[src/rtl/xor_stream_decrypt.sv]
// rtl/xor_stream_decrypt.sv - serial XOR-key stream decryptor with byte packer and 2-deep output FIFO
// Optional per-frame plaintext checksum is built when XOR_DEC_CHECKSUM_EN is defined.
module xor_stream_decrypt #(
    parameter int KEY_SIZE = 32,
    parameter int MSG_SIZE = 512
) (
    input  logic                iClk,
    input  logic                iRst,
    input  logic [KEY_SIZE-1:0] iKey,
    input  logic                iKey_load,
    input  logic                iSerial_in,
    input  logic                iSerial_start,
    input  logic                iSerial_end,
    input  logic                iByte_ready,
    output logic [7:0]          oByte,
    output logic                oByte_valid,
    output logic                oFrame_done,
    output logic                oFrame_err,
    output logic                oOverrun,
    output logic [7:0]          oChecksum
);

    localparam int CW = $clog2(MSG_SIZE) + 1;
    localparam int KW = (KEY_SIZE > 1) ? $clog2(KEY_SIZE) : 1;

    typedef enum logic {IDLE, RECV} state_t;

    state_t              state_q, state_d;
    logic [CW-1:0]       cnt_q, cnt_d;
    logic [KW-1:0]       kidx_q, kidx_d;
    logic [KEY_SIZE-1:0] key_q, key_d;
    logic [KEY_SIZE-1:0] fkey_q, fkey_d;
    logic [6:0]          sr_q, sr_d;
    logic                done_q, done_d;
    logic                err_q, err_d;

    logic [KW-1:0]       cur_kidx, kidx_nxt, key_sel;
    logic [KEY_SIZE-1:0] cur_key;
    logic                pbit, push, last;
    logic [7:0]          byte_w;

    logic [7:0]          mem_q [2];
    logic                rd_q, wr_q;
    logic [1:0]          fcnt_q, fcnt_d;
    logic                ovr_q;
    logic                pop, full, wr_en, drop;

    // A start pulse always begins a frame at key index 0 with the committed key; fkey_q
    // holds the key the running frame started with so a coincident load only affects the next frame.
    always_comb begin
        cur_kidx = iSerial_start ? '0 : kidx_q;
        cur_key  = iSerial_start ? key_q : fkey_q;
        key_sel  = KW'(KEY_SIZE - 1) - cur_kidx;
        pbit     = iSerial_in ^ cur_key[key_sel];
        byte_w   = {sr_q, pbit};
        kidx_nxt = (cur_kidx == KW'(KEY_SIZE - 1)) ? '0 : cur_kidx + 1'b1;
        last     = ((cnt_q + 1'b1) == CW'(MSG_SIZE));
    end

    always_comb begin
        state_d = state_q;
        cnt_d   = cnt_q;
        kidx_d  = kidx_q;
        key_d   = key_q;
        fkey_d  = fkey_q;
        sr_d    = sr_q;
        done_d  = 1'b0;
        err_d   = 1'b0;
        push    = 1'b0;
        if (state_q == IDLE) begin
            if (iKey_load) key_d = iKey;
            if (iSerial_start) begin
                state_d = RECV;
                cnt_d   = CW'(1);
                kidx_d  = kidx_nxt;
                fkey_d  = key_q;
                sr_d    = {sr_q[5:0], pbit};
            end
        end else if (iSerial_start) begin
            err_d  = 1'b1;
            cnt_d  = CW'(1);
            kidx_d = kidx_nxt;
            fkey_d = key_q;
            sr_d   = {sr_q[5:0], pbit};
        end else begin
            cnt_d  = cnt_q + 1'b1;
            kidx_d = kidx_nxt;
            sr_d   = {sr_q[5:0], pbit};
            push   = (cnt_q[2:0] == 3'd7);
            if (iSerial_end || last) begin
                state_d = IDLE;
                cnt_d   = '0;
                kidx_d  = '0;
                done_d  = iSerial_end && last;
                err_d   = !(iSerial_end && last);
            end
        end
    end

    always_comb begin
        pop    = (fcnt_q != 2'd0) && iByte_ready;
        full   = (fcnt_q == 2'd2);
        wr_en  = push && (!full || pop);
        drop   = push && full && !pop;
        fcnt_d = fcnt_q + 2'(wr_en) - 2'(pop);
    end

    always_ff @(posedge iClk or posedge iRst) begin
        if (iRst) begin
            state_q <= IDLE;
            cnt_q   <= '0;
            kidx_q  <= '0;
            key_q   <= '0;
            fkey_q  <= '0;
            sr_q    <= '0;
            done_q  <= 1'b0;
            err_q   <= 1'b0;
            for (int i = 0; i < 2; i++) mem_q[i] <= '0;
            rd_q    <= 1'b0;
            wr_q    <= 1'b0;
            fcnt_q  <= '0;
            ovr_q   <= 1'b0;
        end else begin
            state_q <= state_d;
            cnt_q   <= cnt_d;
            kidx_q  <= kidx_d;
            key_q   <= key_d;
            fkey_q  <= fkey_d;
            sr_q    <= sr_d;
            done_q  <= done_d;
            err_q   <= err_d;
            if (wr_en) begin
                mem_q[wr_q] <= byte_w;
                wr_q        <= ~wr_q;
            end
            if (pop) rd_q <= ~rd_q;
            fcnt_q  <= fcnt_d;
            ovr_q   <= ovr_q | drop;
        end
    end

    assign oByte       = mem_q[rd_q];
    assign oByte_valid = (fcnt_q != 2'd0);
    assign oFrame_done = done_q;
    assign oFrame_err  = err_q;
    assign oOverrun    = ovr_q;

`ifdef XOR_DEC_CHECKSUM_EN
    logic [7:0] acc_q, acc_d, csum_q, csum_d;

    always_comb begin
        acc_d  = acc_q;
        csum_d = csum_q;
        if (iSerial_start) acc_d = '0;
        else if (push)     acc_d = acc_q ^ byte_w;
        if (done_d)        csum_d = acc_d;
    end

    always_ff @(posedge iClk or posedge iRst) begin
        if (iRst) begin
            acc_q  <= '0;
            csum_q <= '0;
        end else begin
            acc_q  <= acc_d;
            csum_q <= csum_d;
        end
    end

    assign oChecksum = csum_q;
`else
    assign oChecksum = '0;
`endif

endmodule

[config.mk]
export PLATFORM = sky130hd
export DESIGN_NAME = xor_stream_decrypt
export DESIGN_NICKNAME = d
export VERILOG_FILES = /design/src/rtl/xor_stream_decrypt.sv
export SDC_FILE = /design/constraint.sdc
export NUM_CORES = 1
export LEC_CHECK = 0
export ABC_AREA = 1
export CAP_MARGIN = 20
export CORE_MARGIN = 5
export CORE_UTILIZATION = 40
export CTS_CLUSTER_SIZE = 30
export DETAILED_ROUTE_END_ITERATION = 12
export SKIP_CTS_REPAIR_TIMING = 1
export SLEW_MARGIN = 0
export SYNTH_ARGS = -nofsm -noshare
export SYNTH_HDL_FRONTEND = slang
export SYNTH_SLANG_ARGS = --single-unit
[constraint.sdc]
create_clock -name iClk -period 4.7 [get_ports iClk]
set_clock_uncertainty 0.05 [all_clocks]
set_input_delay 0.94 -clock iClk [delete_from_list [all_inputs] [get_ports iClk]]
set_output_delay 0.94 -clock iClk [all_outputs]
set_load 0.02 [all_outputs]
---- Word level (Yosys, flattened, before mapping) ----
Cells that the tools add are included.
storage, ports and cells
  register bits after elaboration ......... 110
  output and inout port bits .............. 20
  word-level logic and storage cells ...... 81
cells by class
  $add $sub $neg .......................... 5
  magnitude comparators ................... 4
  equality and inequality tests ........... 4
  multiplexer cells ....................... 33
  bitwise operators ....................... 7
  reduce and logical (&&, ||, !) cells .... 14
operators by type and width
  kind                                                                   count
  10-bit two-way mux                                                     4
  32-bit two-way mux                                                     1
  8-bit two-way mux                                                      4
  5-bit two-way mux                                                      6
  16-bit bitwise mux                                                     1
  7-bit two-way mux                                                      2
  1-bit two-way mux                                                      13
  10-bit by 1-bit adder with 10-bit output (second input constant)       1
  10-bit == test (second input constant)                                 1
  8-bit demux with 1-bit select                                          1
  1-bit logical AND                                                      6
  5-bit by 6-bit < comparator with 1-bit output (second input constant)  1
  5-bit by 1-bit adder with 5-bit output (second input constant)         1
  1-bit binary-select mux with 5-bit select                              1
  5-bit == test (second input constant)                                  1
  5-bit subtractor (first input constant)                                1
  2-bit greater-or-equal comparator (second input constant)              2
  1-bit NOT with 2-bit output                                            2
  2-bit nonzero test                                                     2
  3-bit == test (second input constant)                                  1
  1-bit zero test                                                        3
  1-bit NOT                                                              3
  2-bit by 1-bit adder with 2-bit output                                 1
  2-bit == test (second input constant)                                  1
  6 further kinds                                                        7

---- Depth between registers and ports, before layout ----
Gate-level depths: netlist of the first run.
  depth in word-level cells ............... 7
  mapped depth ............................ 14

---- Worst setup path before layout of the first run ----
Ideal clock, no wire load.
  path kind ............................... input to register
  start ................................... in iSerial_start
  end ..................................... reg fcnt_q[1]
  library setup time ...................... 123 ps
  data arrival time ....................... 2074 ps
  slack ................................... 2454 ps
  cell stages on the path ................. 8
  cells stage by stage .................... nor2_2 > nand2_2 > nor2_1 > inv_2 > ha_1 > inv_1 > ha_1 > xnor2_1
between the ends
  cells in the longest elaborated chain, start to end .. 5
ends and longest elaborated chain
  element                                      RTL line  RTL
  from (decl)                                  12        input logic iSerial_start,
  1-bit two-way mux                            79        end else if (iSerial_start) begin
  1-bit two-way mux                            70        if (state_q == IDLE) begin
  1-bit logical AND                            103       wr_en = push && (!full || pop);
  2-bit by 1-bit adder with 2-bit output       105       fcnt_d = fcnt_q + 2'(wr_en) - 2'(pop);
  2-bit by 1-bit subtractor with 2-bit output  105
  named net fcnt_d[1]                          44        logic [1:0] fcnt_q, fcnt_d;
  to (signal assigned)                         137       fcnt_q <= fcnt_d;
  to (decl)                                    44
The timed path passes the listed nets, and every way through them passes these cells.
A chain may end at the register's enable or synchronous reset.

---- Worst setup path in the final report of the first run ----
  start ................................... reg rd_q
  end ..................................... out oByte[2]
between the ends
  cells in the longest elaborated chain, start to end .. 4
ends and longest elaborated chain
  element                                                RTL line  RTL
  from (decl)                                            43        logic rd_q, wr_q;
  from (signal assigned)                                 136       if (pop) rd_q <= ~rd_q;
  1-bit NOT with 2-bit output (implied by the code)      142       assign oByte = mem_q[rd_q];
  8-bit two-way mux (implied by the code) (3 in series)  142
  to (decl)                                              15        output logic [7:0] oByte,
Every way passes these cells. The select of a mux whose other input is x is not followed.

==> load_flow_metrics.sql, run 1 <==
INSERT INTO impl_metrics (metric_group, metric, value, unit) VALUES
('place', 'place.port_buffers', '50', ''),
('setup_path', 'worstPathArrival', '1.83', 'ns'),
('logic_synthesis', 'synthDistinctLibCells', '34', ''),
('logic_synthesis', 'cell_count_after_synthesis', '526', ''),
('logic_synthesis', 'synth-main-ff-cell', 'sky130_fd_sc_hd__dfrtp_1', ''),
('layout', 'antenna-diode-count', '0', ''),
('cts', 'h-tree-depth', '3', ''),
('logic_synthesis', 'synth.largest_area_cell', 'sky130_fd_sc_hd__dfrtp_1', ''),
('grt', 'via_count_of_the_first_global_routing_pass', '3519', ''),
('layout', 'synthToLayoutAreaGrowth', '18.2', '%'),
('cts', 'clk_pin_slew', '0.07', 'ns'),
('power', 'power_density', '406', 'mW/mm^2'),
('route', 'via_per_inst', '4.63', ''),
('cts', 'clock-sinks', '110', ''),
('timing', 'setup_total_negative_slack', '0', 'ns'),
('place', 'final_weighted_congestion_of_routability_driven_global_placement', '0.873', ''),
('timing', 'timing_hold_violations_final', '0', ''),
('route', 'detail_route.wirelength', '9510', 'um'),
('cts', 'cts_made_buffers', '9', ''),
('floorplan', 'core_area', '0.0125', 'sq mm'),
('power', 'sw_frac_of_total', '28.0', '%'),
('power', 'total_leakage_power', '0.00278', 'uW'),
('cts', 'cts.path.max_buffers', '2', ''),
('timing', 'worst_pin_slew', '0.816', 'ns'),
('timing', 'final.period_utilization', '60.0', '%'),
('layout', 'final_core_util', '47.6', '%'),
('timing', 'timing.final.max_slew_violations', '0', ''),
('grt', 'global_route.usage.met2', '22.8', '%'),
('power', 'vdd_ir_drop_max', '0.192', 'mV'),
('logic_synthesis', 'synth_top_cell_area_share', '54.8', '%'),
('route', 'detailedRoute.firstIterationViolations', '221', ''),
('logic_synthesis', 'synth.cell_area', '0.00502', 'sq mm'),
('grt', 'overflow', '0', ''),
('power', 'power.share.sequential', '48.5', '%'),
('cts', 'root_buffer', 'sky130_fd_sc_hd__clkbuf_16', ''),
('logic_synthesis', 'synth.avg_cell_area', '9.54', 'sq um'),
('cts', 'worstSkewPairLatency', '0.35', 'ns'),
('logic_synthesis', 'synth_sequential_area_ratio', '54.8', '%'),
('power', 'intPower', '1740', 'uW'),
('grt', 'grt_max_degree', '57', ''),
('grt', 'gr_util_met1', '18.2', '%'),
('setup_path', 'worst_setup_path_end_kind', 'output pin', ''),
('timing', 'finalSetupViolations', '0', ''),
('route', 'detail_route.drc_violations', '0', ''),
('route', 'route.vias.total', '3457', ''),
('power', 'power_frac_clock', '31.6', '%'),
('setup_path', 'worst-endpoint-required', '3.71', 'ns'),
('power', 'p_sw', '674', 'uW'),
('floorplan', 'placement_rows', '41', ''),
('setup_path', 'worstPathMaxFanout', '16', ''),
('power', 'share_comb_of_total_power', '19.9', '%'),
('logic_synthesis', 'number_of_synthesized_flops_with_an_enable_pin', '0', ''),
('logic_synthesis', 'warning_count_from_the_yosys_run', '0', ''),
('logic_synthesis', 'synthTopCellsByArea', 'sky130_fd_sc_hd__dfrtp_1 (55%), sky130_fd_sc_hd__nand2_1 (10%), sky130_fd_sc_hd__mux2_2 (7.6%)', ''),
('floorplan', 'overall_die_height', '122', 'um'),
('layout', 'share_of_final_layout_standard_cells_stronger_than_drive_strength_1', '12.2', '%'),
('setup_path', 'path_class', 'reg -> out', ''),
('floorplan', 'initial_core_util', '40.3', '%'),
('grt', 'grt.met3_usage', '3.90', '%'),
('grt', 'grt.total_usage', '14.1', '%'),
('logic_synthesis', 'post_synthesis_async_set_or_reset_flop_share', '100', '%'),
('floorplan', 'design.die.area', '0.0149', 'sq mm'),
('route', 'drt_pre_antenna_iters', '4', ''),
('grt', 'number_of_antenna_violations_at_the_first_check_in_global_routing', '0', ''),
('floorplan', 'ios', '59', ''),
('layout', 'nNetsFinal', '619', ''),
('setup_path', 'start_kind', 'flop', ''),
('layout', 'n_fill_cell', '1214', ''),
('status', 'status', 'complete, no violations', ''),
('timing', 'achievable_frequency', '355', 'MHz'),
('route', 'avgRoutedWirePerCell', '12.7', 'um'),
('timing', 'timing.final.crit_period', '2.82', 'ns'),
('grt', 'gr-max-usage-layer', 'met2', ''),
('place', 'detailedPlacementHpwl', '6770', 'um'),
('timing', 'relative_slew_slack', '45.4', '%'),
('route', 'post_route_ant_nets', '0', ''),
('grt', 'grt_first_pass_wirelength', '16600', 'um'),
('worst_hold_path', 'worst_hold_path_type', 'reg -> reg', ''),
('timing', 'rsz_0062_raised_after_global_routing', 'false', ''),
('floorplan', 'fp.dieW', '122', 'um'),
('job', 'max_cap_violations', '0', ''),
('cts', 'cts_tree', 'yes', ''),
('logic_synthesis', 'synth-seq-cells', '110', '');
[state kept, by name (all words and copies together) (netlist names)]
name / count
oFrame_done: 1
oFrame_err: 1
fkey_q: 32
wr_q: 1
oOverrun: 1
state_q: 1
cnt_q: 10
rd_q: 1
mem_q: 16
sr_q: 7
key_q: 32
kidx_q: 5
fcnt_q: 2
[metal layers]
metal	share of wire, %	routed length [um]	up-vias
li1	-	-	1770
met1	46	4390	1624
met2	48	4550	52
met3	4.2	397	11
met4	1.8	167	0
met5	0	0	-
[path summary, 6_finish.rpt]
kind,from,end,slack (ns),cells past startpoint
max,rd_q$_DFFE_PP0P_,oByte[2],1.88,2
min,fkey_q[1]$_DFF_PP0_,fkey_q[1]$_DFF_PP0_,0.41,2
max reg2reg,cnt_q[0]$_DFFE_PP0P_,kidx_q[2]$_DFFE_PP0P_,2.13,12
min reg2reg,fkey_q[1]$_DFF_PP0_,fkey_q[1]$_DFF_PP0_,0.41,2
max in group asynchronous,iRst,mem_q[15]$_DFFE_PP0P_,2.89,3
min in group asynchronous,iRst,oFrame_done$_DFF_PP0_,0.99,2
[Yosys cell counts (2+ instances only)]
cell and instances:
sky130_fd_sc_hd__a21oi_1 7, sky130_fd_sc_hd__a32o_1 3, sky130_fd_sc_hd__buf_2 7, sky130_fd_sc_hd__buf_4 13
sky130_fd_sc_hd__clkbuf_1 5, sky130_fd_sc_hd__dfrtp_1 110, sky130_fd_sc_hd__ha_1 9, sky130_fd_sc_hd__inv_1 55
sky130_fd_sc_hd__inv_2 3, sky130_fd_sc_hd__mux2_2 34, sky130_fd_sc_hd__mux2_4 2, sky130_fd_sc_hd__nand2_1 134
sky130_fd_sc_hd__nand2_2 2, sky130_fd_sc_hd__nand3_1 45, sky130_fd_sc_hd__nand4_1 2, sky130_fd_sc_hd__nor2_1 12
sky130_fd_sc_hd__nor2_2 2, sky130_fd_sc_hd__nor2_4 2, sky130_fd_sc_hd__nor3_1 4, sky130_fd_sc_hd__o21a_1 3
sky130_fd_sc_hd__o21ai_0 47, sky130_fd_sc_hd__o22ai_1 4, sky130_fd_sc_hd__or2_2 2, sky130_fd_sc_hd__xnor2_1 3
sky130_fd_sc_hd__xor2_1 7
[per-stage QoR]
step	instances	hold slack [ns]	setup slack, ns	area (sq um)	power (uW)
6_report	747	0.413	1.88	5930	2410
5_1_grt	747	0.444	1.73	5930	2560
4_1_cts	747	0.421	1.81	5930	2460
3_5_place_dp	732	0.405	1.65	5630	1680
3_3_place_gp	731	0.398	1.73	5610	1660
2_1_floorplan	533	0.387	0.808	5040	1500
[logic make-up after synthesis]
logic type	synth area share, %
AOI/OAI and AO/OA	7.43
xor gates and xnor gates	1.75
adders and majority gates	2.24
buffers and inverters	7.65
DFF	54.8
muxes	8.23
other	0.0747
and+or+nand+nor	17.8
[cell type report]
| class | count | area (sq um) | share of cell area [%] |
|---|---|---|---|
| clock buffer | 10 | 239 | 4.03 |
| clock inverter | 5 | 57.6 | 0.970 |
| inverter | 58 | 220 | 3.71 |
| multi-input combinational | 338 | 1910 | 32.2 |
| tap | 172 | 215 | 3.63 |
| timing repair buffer | 54 | 538 | 9.07 |
| sequential | 110 | 2750 | 46.4 |
[layout by cell type, fill, tap and decap left out, types with 4 or more instances in the layout]
cell                              Yosys  final
sky130_fd_sc_hd__o21ai_0             47     47
sky130_fd_sc_hd__clkdlybuf4s50_1      0     49
sky130_fd_sc_hd__xor2_1               7      7
sky130_fd_sc_hd__conb_1               1      8
sky130_fd_sc_hd__nor2_1              12     12
sky130_fd_sc_hd__mux2_2              34     34
sky130_fd_sc_hd__nand2_1            134    134
sky130_fd_sc_hd__inv_1               55     54
sky130_fd_sc_hd__o22ai_1              4      4
sky130_fd_sc_hd__dfrtp_1            110    110
sky130_fd_sc_hd__nand3_1             45     45
sky130_fd_sc_hd__a21oi_1              7      7
sky130_fd_sc_hd__ha_1                 9      9
sky130_fd_sc_hd__nor3_1               4      4
sky130_fd_sc_hd__clkbuf_16            0      9
[power by group through the flow]
stage	Clock [uW]	Sequential (uW)	Combinational, uW
5_1_grt	827	1190	539
2_1_floorplan	0	1150	342
3_3_place_gp	0	1190	476
3_5_place_dp	0	1190	488
4_1_cts	794	1170	489
6_report	761	1170	479
[worst max-delay path, cell delays in order, from the launching register on]
cell                              delay [ns]
sky130_fd_sc_hd__dfrtp_1                0.54
sky130_fd_sc_hd__o21ai_0                0.29
sky130_fd_sc_hd__clkdlybuf4s50_1        0.65
Power figures use the tool's default switching activity.
==> inputs of run 2 (changes only) <==
==> constraint.sdc (replaced) <==
create_clock -name iClk -period 2.4 [get_ports iClk]
set_clock_uncertainty 0.05 [all_clocks]
set_input_delay 0.48 -clock iClk [delete_from_list [all_inputs] [get_ports iClk]]
set_output_delay 0.48 -clock iClk [all_outputs]
set_load 0.02 [all_outputs]
==> run 2 against run 1 <==
Clock-buffer cell count is the same. First-iteration DRC count shrank 31%. Die area is the same. Via count rose by 3.1%. Worst hold slack better by 0.0065 ns. Cell count rose by 2.0%. Core utilization up 1.6 points. Non-clock buffer count is 14 higher. Clock power rose by 110%. Setup slack worse by 1.8 ns.
==> load_flow_metrics.sql, run 2 (synthesis gave the netlist of run 1 again) <==
INSERT INTO impl_metrics (metric_group, metric, value, unit) VALUES
('status', 'status', 'complete, no violations', ''),
('setup_path', 'worstPathMaxFanout', '16', ''),
('floorplan', 'initial_core_util', '40.3', '%'),
('setup_path', 'start_kind', 'flop', ''),
('grt', 'grt_first_pass_wirelength', '16500', 'um'),
('timing', 'setup_total_negative_slack', '0', 'ns'),
('cts', 'worstSkewPairLatency', '0.35', 'ns'),
('place', 'final_weighted_congestion_of_routability_driven_global_placement', '0.845', ''),
('place', 'place.port_buffers', '50', ''),
('timing', 'setup_ws', '0.103', 'ns'),
('layout', 'layout_commonest_cell', 'sky130_fd_sc_hd__nand2_1', ''),
('grt', 'grt_max_degree', '61', ''),
('place', 'dp_slack', '-0.0240', 'ns'),
('power', 'total_leakage_power', '0.00285', 'uW'),
('route', 'avgRoutedWirePerCell', '12.6', 'um'),
('cts', 'clock-sinks', '110', ''),
('route', 'drt_pre_antenna_iters', '4', ''),
('layout', 'n_fill_cell', '1206', ''),
('route', 'via_per_inst', '4.68', ''),
('route', 'post_route_ant_nets', '0', ''),
('setup_path', 'worst_setup_path_end_kind', 'output pin', ''),
('floorplan', 'overall_die_height', '122', 'um'),
('timing', 'timing_hold_violations_final', '0', ''),
('grt', 'via_count_of_the_first_global_routing_pass', '3644', ''),
('timing', 'achievable_frequency', '435', 'MHz'),
('place', 'detailedPlacementHpwl', '6950', 'um'),
('grt', 'overflow', '0', ''),
('layout', 'layout_top_registers', 'fkey_q (32), key_q (32), mem_q (16)', ''),
('floorplan', 'fp.dieW', '122', 'um'),
('route', 'route.vias.total', '3563', ''),
('setup_path', 'path_class', 'reg -> out', ''),
('grt', 'grt.total_usage', '13.8', '%'),
('timing', 'timing.final.crit_period', '2.30', 'ns'),
('layout', 'multi_input_area', '0.00195', 'sq mm'),
('cts', 'cts_tree', 'yes', ''),
('power', 'power_density', '794', 'mW/mm^2'),
('setup_path', 'worstPathArrival', '1.77', 'ns'),
('layout', 'nNetsFinal', '633', ''),
('cts', 'clk_pin_slew', '0.07', 'ns'),
('setup_path', 'worst-endpoint-required', '1.87', 'ns'),
('timing', 'timing.final.max_slew_violations', '0', ''),
('grt', 'number_of_antenna_violations_at_the_first_check_in_global_routing', '0', ''),
('layout', 'share_of_final_layout_standard_cells_stronger_than_drive_strength_1', '15.8', '%'),
('route', 'detail_route.drc_violations', '0', ''),
('timing', 'finalSetupViolations', '0', ''),
('place', 'place.detailed.instances', '743', ''),
('floorplan', 'placement_rows', '41', ''),
('worst_hold_path', 'worst_hold_path_type', 'reg -> reg', ''),
('cts', 'h-tree-depth', '3', ''),
('route', 'detailedRoute.firstIterationViolations', '152', ''),
('job', 'max_cap_violations', '0', ''),
('cts', 'cts.path.max_buffers', '2', ''),
('layout', 'post_layout_nonfiller_instances', '762', ''),
('timing', 'hold_slack', '0.419', 'ns'),
('power', 'vdd_ir_drop_max', '0.488', 'mV'),
('layout', 'antenna-diode-count', '0', ''),
('layout', 'synthToLayoutAreaGrowth', '22.1', '%'),
('route', 'detail_route.wirelength', '9570', 'um'),
('layout', 'regArea', '0.00275', 'sq mm'),
('power', 'total_power', '4870', 'uW'),
('cts', 'root_buffer', 'sky130_fd_sc_hd__clkbuf_16', ''),
('floorplan', 'ios', '59', ''),
('floorplan', 'design.die.area', '0.0149', 'sq mm'),
('layout', 'most-common-layout-cells', 'sky130_fd_sc_hd__nand2_1 (133), sky130_fd_sc_hd__dfrtp_1 (109), sky130_fd_sc_hd__inv_1 (54), sky130_fd_sc_hd__clkdlybuf4s50_1 (49), sky130_fd_sc_hd__o21ai_0 (47)', ''),
('timing', 'final.period_utilization', '95.7', '%'),
('floorplan', 'core_area', '0.0125', 'sq mm'),
('cts', 'cts_made_buffers', '9', '');
-- run 2: cell count changes in the layout (fill, tap and decap cells not counted), moves of 2 or more --
cell	change
sky130_fd_sc_hd__buf_4	+13
sky130_fd_sc_hd__clkinv_2	-2
sky130_fd_sc_hd__clkinvlp_4	+2
sky130_fd_sc_hd__nand3_1	-2
sky130_fd_sc_hd__nand3_2	+2
sky130_fd_sc_hd__nor3_1	-2
sky130_fd_sc_hd__nor3_2	+2
-- run 2: stage by stage --
stage               area (sq um)  utilization (%)
floorplan                   5050                -
global placement            5730             46.0
detailed placement          5730             46.0
CTS                         6060             48.6
global route                6130             49.2
finish                      6130             49.2
-- run 2: final timing paths --
path,from,to,slack (ns),cells after the start
worst max-delay path,rd_q$_DFFE_PP0P_,oByte[2],0.10,2
worst min-delay path,fkey_q[7]$_DFF_PP0_,fkey_q[7]$_DFF_PP0_,0.42,2
worst max register to register,cnt_q[0]$_DFFE_PP0P_,cnt_q[1]$_DFFE_PP0P_,0.12,10
worst min register to register,fkey_q[7]$_DFF_PP0_,fkey_q[7]$_DFF_PP0_,0.42,2
max in group asynchronous,iRst,rd_q$_DFFE_PP0P_,1.45,3
min in group asynchronous,iRst,key_q[19]$_DFFE_PP0P_,0.53,3
-- run 2: final cells by class --
cell class | instances | share of cell area [%]
Clock buffer | 10 | 3.90
Clock inverter | 6 | 1.53
Inverter | 58 | 3.61
Multi-Input combinational cell | 338 | 31.8
Sequential cell | 110 | 44.9
Tap cell | 172 | 3.51
Timing Repair Buffer | 68 | 10.7
-- run 2: per-layer routing --
| layer | share of wire, % | GRT usage (%) | vias up |
|---|---|---|---|
| li1 | - | - | 1808 |
| met1 | 45 | 17.0 | 1681 |
| met2 | 49 | 23.2 | 70 |
| met3 | 4.6 | 4.50 | 4 |
| met4 | 0.86 | 3.71 | 0 |
| met5 | 0 | 0 | - |
-- run 2: where the power goes --
group | switching, uW | total, uW | internal (uW)
clock network | 662 | 1610 | 950
registers | 170 | 2300 | 2130
logic | 499 | 959 | 460
-- run 2: worst max-delay path, stage by stage, from the launching register on --
cell	delay (ns)
sky130_fd_sc_hd__dfrtp_2	0.51
sky130_fd_sc_hd__o21ai_0	0.26
sky130_fd_sc_hd__clkdlybuf4s50_1	0.65
==> inputs of run 3 (changes only) <==
--- a/config.mk
+++ b/config.mk
@@ -8,9 +8,10 @@
 export ABC_AREA = 1
 export CAP_MARGIN = 20
 export CORE_MARGIN = 5
-export CORE_UTILIZATION = 40
+export CORE_UTILIZATION = 30
 export CTS_CLUSTER_SIZE = 30
 export DETAILED_ROUTE_END_ITERATION = 12
+export REMOVE_ABC_BUFFERS = 1
 export SKIP_CTS_REPAIR_TIMING = 1
 export SLEW_MARGIN = 0
 export SYNTH_ARGS = -nofsm -noshare
==> run 3 against run 2 <==
Worst hold slack lost 0.0011 ns. Register-to-register slack hardly changed. Critical path depth is 11 higher. Cell area decreased by 0.39%. First-iteration DRC count increased by 40%. Sequential share of layout area grew 0.20 points. Clock-buffer cell count stayed put. Critical path type is now reg -> reg. Critical endpoint is now kidx_q[1]$_DFFE_PP0P_.
==> load_flow_metrics.sql, run 3 (synthesis gave the netlist of run 1 again) <==
INSERT INTO impl_metrics (metric_group, metric, value, unit) VALUES
('job', 'max_cap_violations', '0', ''),
('cts', 'cts_made_buffers', '9', ''),
('worst_hold_path', 'min_from', 'fkey_q[27]$_DFF_PP0_', ''),
('worst_hold_path', 'worst_hold_path_type', 'reg -> reg', ''),
('floorplan', 'overall_die_height', '139', 'um'),
('timing', 'hold_slack', '0.418', 'ns'),
('route', 'detailedRoute.firstIterationViolations', '213', ''),
('setup_path', 'crit_path_top_delay_cell', 'sky130_fd_sc_hd__dfrtp_1', ''),
('route', 'post_route_ant_nets', '0', ''),
('place', 'final_weighted_congestion_of_routability_driven_global_placement', '0.794', ''),
('cts', 'cts.path.max_buffers', '2', ''),
('cts', 'worstSkewPairLatency', '0.35', 'ns'),
('timing', 'final.period_utilization', '95.3', '%'),
('cts', 'h-tree-depth', '3', ''),
('layout', 'most-common-layout-cells', 'sky130_fd_sc_hd__nand2_1 (132), sky130_fd_sc_hd__dfrtp_1 (108), sky130_fd_sc_hd__inv_1 (54), sky130_fd_sc_hd__clkdlybuf4s50_1 (49), sky130_fd_sc_hd__o21ai_0 (46)', ''),
('setup_path', 'start_kind', 'flop', ''),
('route', 'detail_route.drc_violations', '0', ''),
('setup_path', 'worst-endpoint-required', '2.60', 'ns'),
('timing', 'timing.final.crit_period', '2.29', 'ns'),
('cts', 'root_buffer', 'sky130_fd_sc_hd__clkbuf_16', ''),
('timing', 'worst_pin_slew', '0.504', 'ns'),
('grt', 'overflow', '0', ''),
('floorplan', 'ios', '59', ''),
('floorplan', 'fp.dieW', '139', 'um'),
('route', 'drt_pre_antenna_iters', '4', ''),
('setup_path', 'path_cells', 'ha_4 > nand3_2 > xor2_1 > inv_1 > o21ai_0 > nor3_1 > nand2_1 > nor3_2 > inv_1 > ha_2 > nand2_1 > nand2_2 > a32o_1', ''),
('floorplan', 'core_area', '0.0165', 'sq mm'),
('route', 'detail_route.wirelength', '10300', 'um'),
('status', 'status', 'complete, no violations', ''),
('place', 'place.port_buffers', '50', ''),
('worst_hold_path', 'whs_endpoint', 'fkey_q[27]$_DFF_PP0_', ''),
('cts', 'clock-sinks', '110', ''),
('layout', 'layout_commonest_cell', 'sky130_fd_sc_hd__nand2_1', ''),
('power', 'power_density', '763', 'mW/mm^2'),
('timing', 'setup_total_negative_slack', '0', 'ns'),
('grt', 'number_of_antenna_violations_at_the_first_check_in_global_routing', '0', ''),
('timing', 'achievable_frequency', '437', 'MHz'),
('power', 'vdd_ir_drop_max', '0.517', 'mV'),
('floorplan', 'initial_core_util', '30.4', '%'),
('setup_path', 'critPathBufInv', '2', ''),
('grt', 'grt_first_pass_wirelength', '18000', 'um'),
('grt', 'grt_max_degree', '46', ''),
('route', 'avgRoutedWirePerCell', '12.9', 'um'),
('route', 'route.vias.total', '3588', ''),
('layout', 'layout_top_registers', 'fkey_q (32), key_q (32), mem_q (16)', ''),
('setup_path', 'worst_setup_path_end_kind', 'flop', ''),
('route', 'via_per_inst', '4.47', ''),
('power', 'total_leakage_power', '0.00281', 'uW'),
('layout', 'nNetsFinal', '627', ''),
('cts', 'cts_tree', 'yes', ''),
('worst_hold_path', 'worstHoldPathCells', '2', ''),
('layout', 'synthToLayoutAreaGrowth', '21.7', '%'),
('power', 'total_power', '4660', 'uW'),
('setup_path', 'largest_stage_delay_on_the_critical_path', '0.43', 'ns'),
('floorplan', 'design.die.area', '0.0194', 'sq mm'),
('timing', 'relative_slew_slack', '66.4', '%'),
('timing', 'timing.final.max_slew_violations', '0', ''),
('timing', 'rsz_0062_raised_after_global_routing', 'true', ''),
('setup_path', 'path_class', 'reg -> reg', ''),
('setup_path', 'worstPathMaxFanout', '4', ''),
('layout', 'share_of_final_layout_standard_cells_stronger_than_drive_strength_1', '15.4', '%'),
('layout', 'n_fill_cell', '1651', ''),
('timing', 'finalSetupViolations', '0', ''),
('layout', 'antenna-diode-count', '0', ''),
('setup_path', 'worstPathArrival', '2.48', 'ns'),
('setup_path', 'reg2reg_depth', '13', ''),
('setup_path', 'cpLargestDelayFamily', 'simple AND/OR/NAND/NOR gates', ''),
('place', 'detailedPlacementHpwl', '7330', 'um'),
('timing', 'timing_hold_violations_final', '0', ''),
('cts', 'clk_pin_slew', '0.07', 'ns'),
('floorplan', 'placement_rows', '47', ''),
('grt', 'grt.total_usage', '11.2', '%'),
('setup_path', 'rrSetupSlack', '0.11', 'ns'),
('setup_path', 'critical_path.reg2reg.endpoint', 'kidx_q[1]$_DFFE_PP0P_', ''),
('setup_path', 'source_of_the_worst_register_to_register_timing_path', 'cnt_q[1]$_DFFE_PP0P_', ''),
('grt', 'via_count_of_the_first_global_routing_pass', '3851', '');
run 3: final cells by class:
class                   instances  area (sq um)  share of cell area [%]
flip-flops and latches        110          2760                    45.1
multi-input cells             338          1960                    32.1
repair buffers                 62           623                    10.2
well taps                     220           275                    4.51
clock buffers                  10           239                    3.91
inverters                      58           220                    3.61
clock inverters                 5          35.0                   0.574
run 3: where the power goes:
part | switching (uW) | internal, uW
clock | 673 | 729
sequential | 170 | 2130
combinational | 501 | 455
run 3: metrics by stage:
step	instances	worst slack, ns	instance area, sq um	utilization, %
floorplan	506	-1.03	4880	-
global placement	788	0.0111	5780	35.0
detailed placement	788	-0.0394	5780	35.0
CTS	803	-0.0506	6050	36.6
global route	803	-0.0532	6110	37.0
finish	803	0.113	6110	37.0
run 3: per-layer routing:
| layer | wire length [um] | up-vias | GRT usage (%) |
|---|---|---|---|
| li1 | - | 1788 | - |
| met1 | 4570 | 1705 | 13.6 |
| met2 | 5110 | 81 | 19.2 |
| met3 | 463 | 14 | 3.33 |
| met4 | 190 | 0 | 3.81 |
| met5 | 0 | - | 0 |
run 3: tightest hold or removal path, delay by kind of cell (launching register included):
family           cells  cell delay [ns]
DFF                  1             0.33
and+or+nand+nor      2             0.11
run 3: worst max-delay path by stage:
stage                     cells past startpoint  slack (ns)                    end            startpoint
final                                        13        0.11  kidx_q[1]$_DFFE_PP0P_  cnt_q[1]$_DFFE_PP0P_
after global routing                         10       -0.05   cnt_q[3]$_DFFE_PP0P_  cnt_q[1]$_DFFE_PP0P_
after CTS                                    11       -0.05  kidx_q[1]$_DFFE_PP0P_  cnt_q[0]$_DFFE_PP0P_
after detailed placement                     12       -0.04  kidx_q[1]$_DFFE_PP0P_  cnt_q[0]$_DFFE_PP0P_
after global placement                       12        0.01  kidx_q[1]$_DFFE_PP0P_  cnt_q[0]$_DFFE_PP0P_
after floorplan                               1       -1.03   cnt_q[0]$_DFFE_PP0P_                  iRst
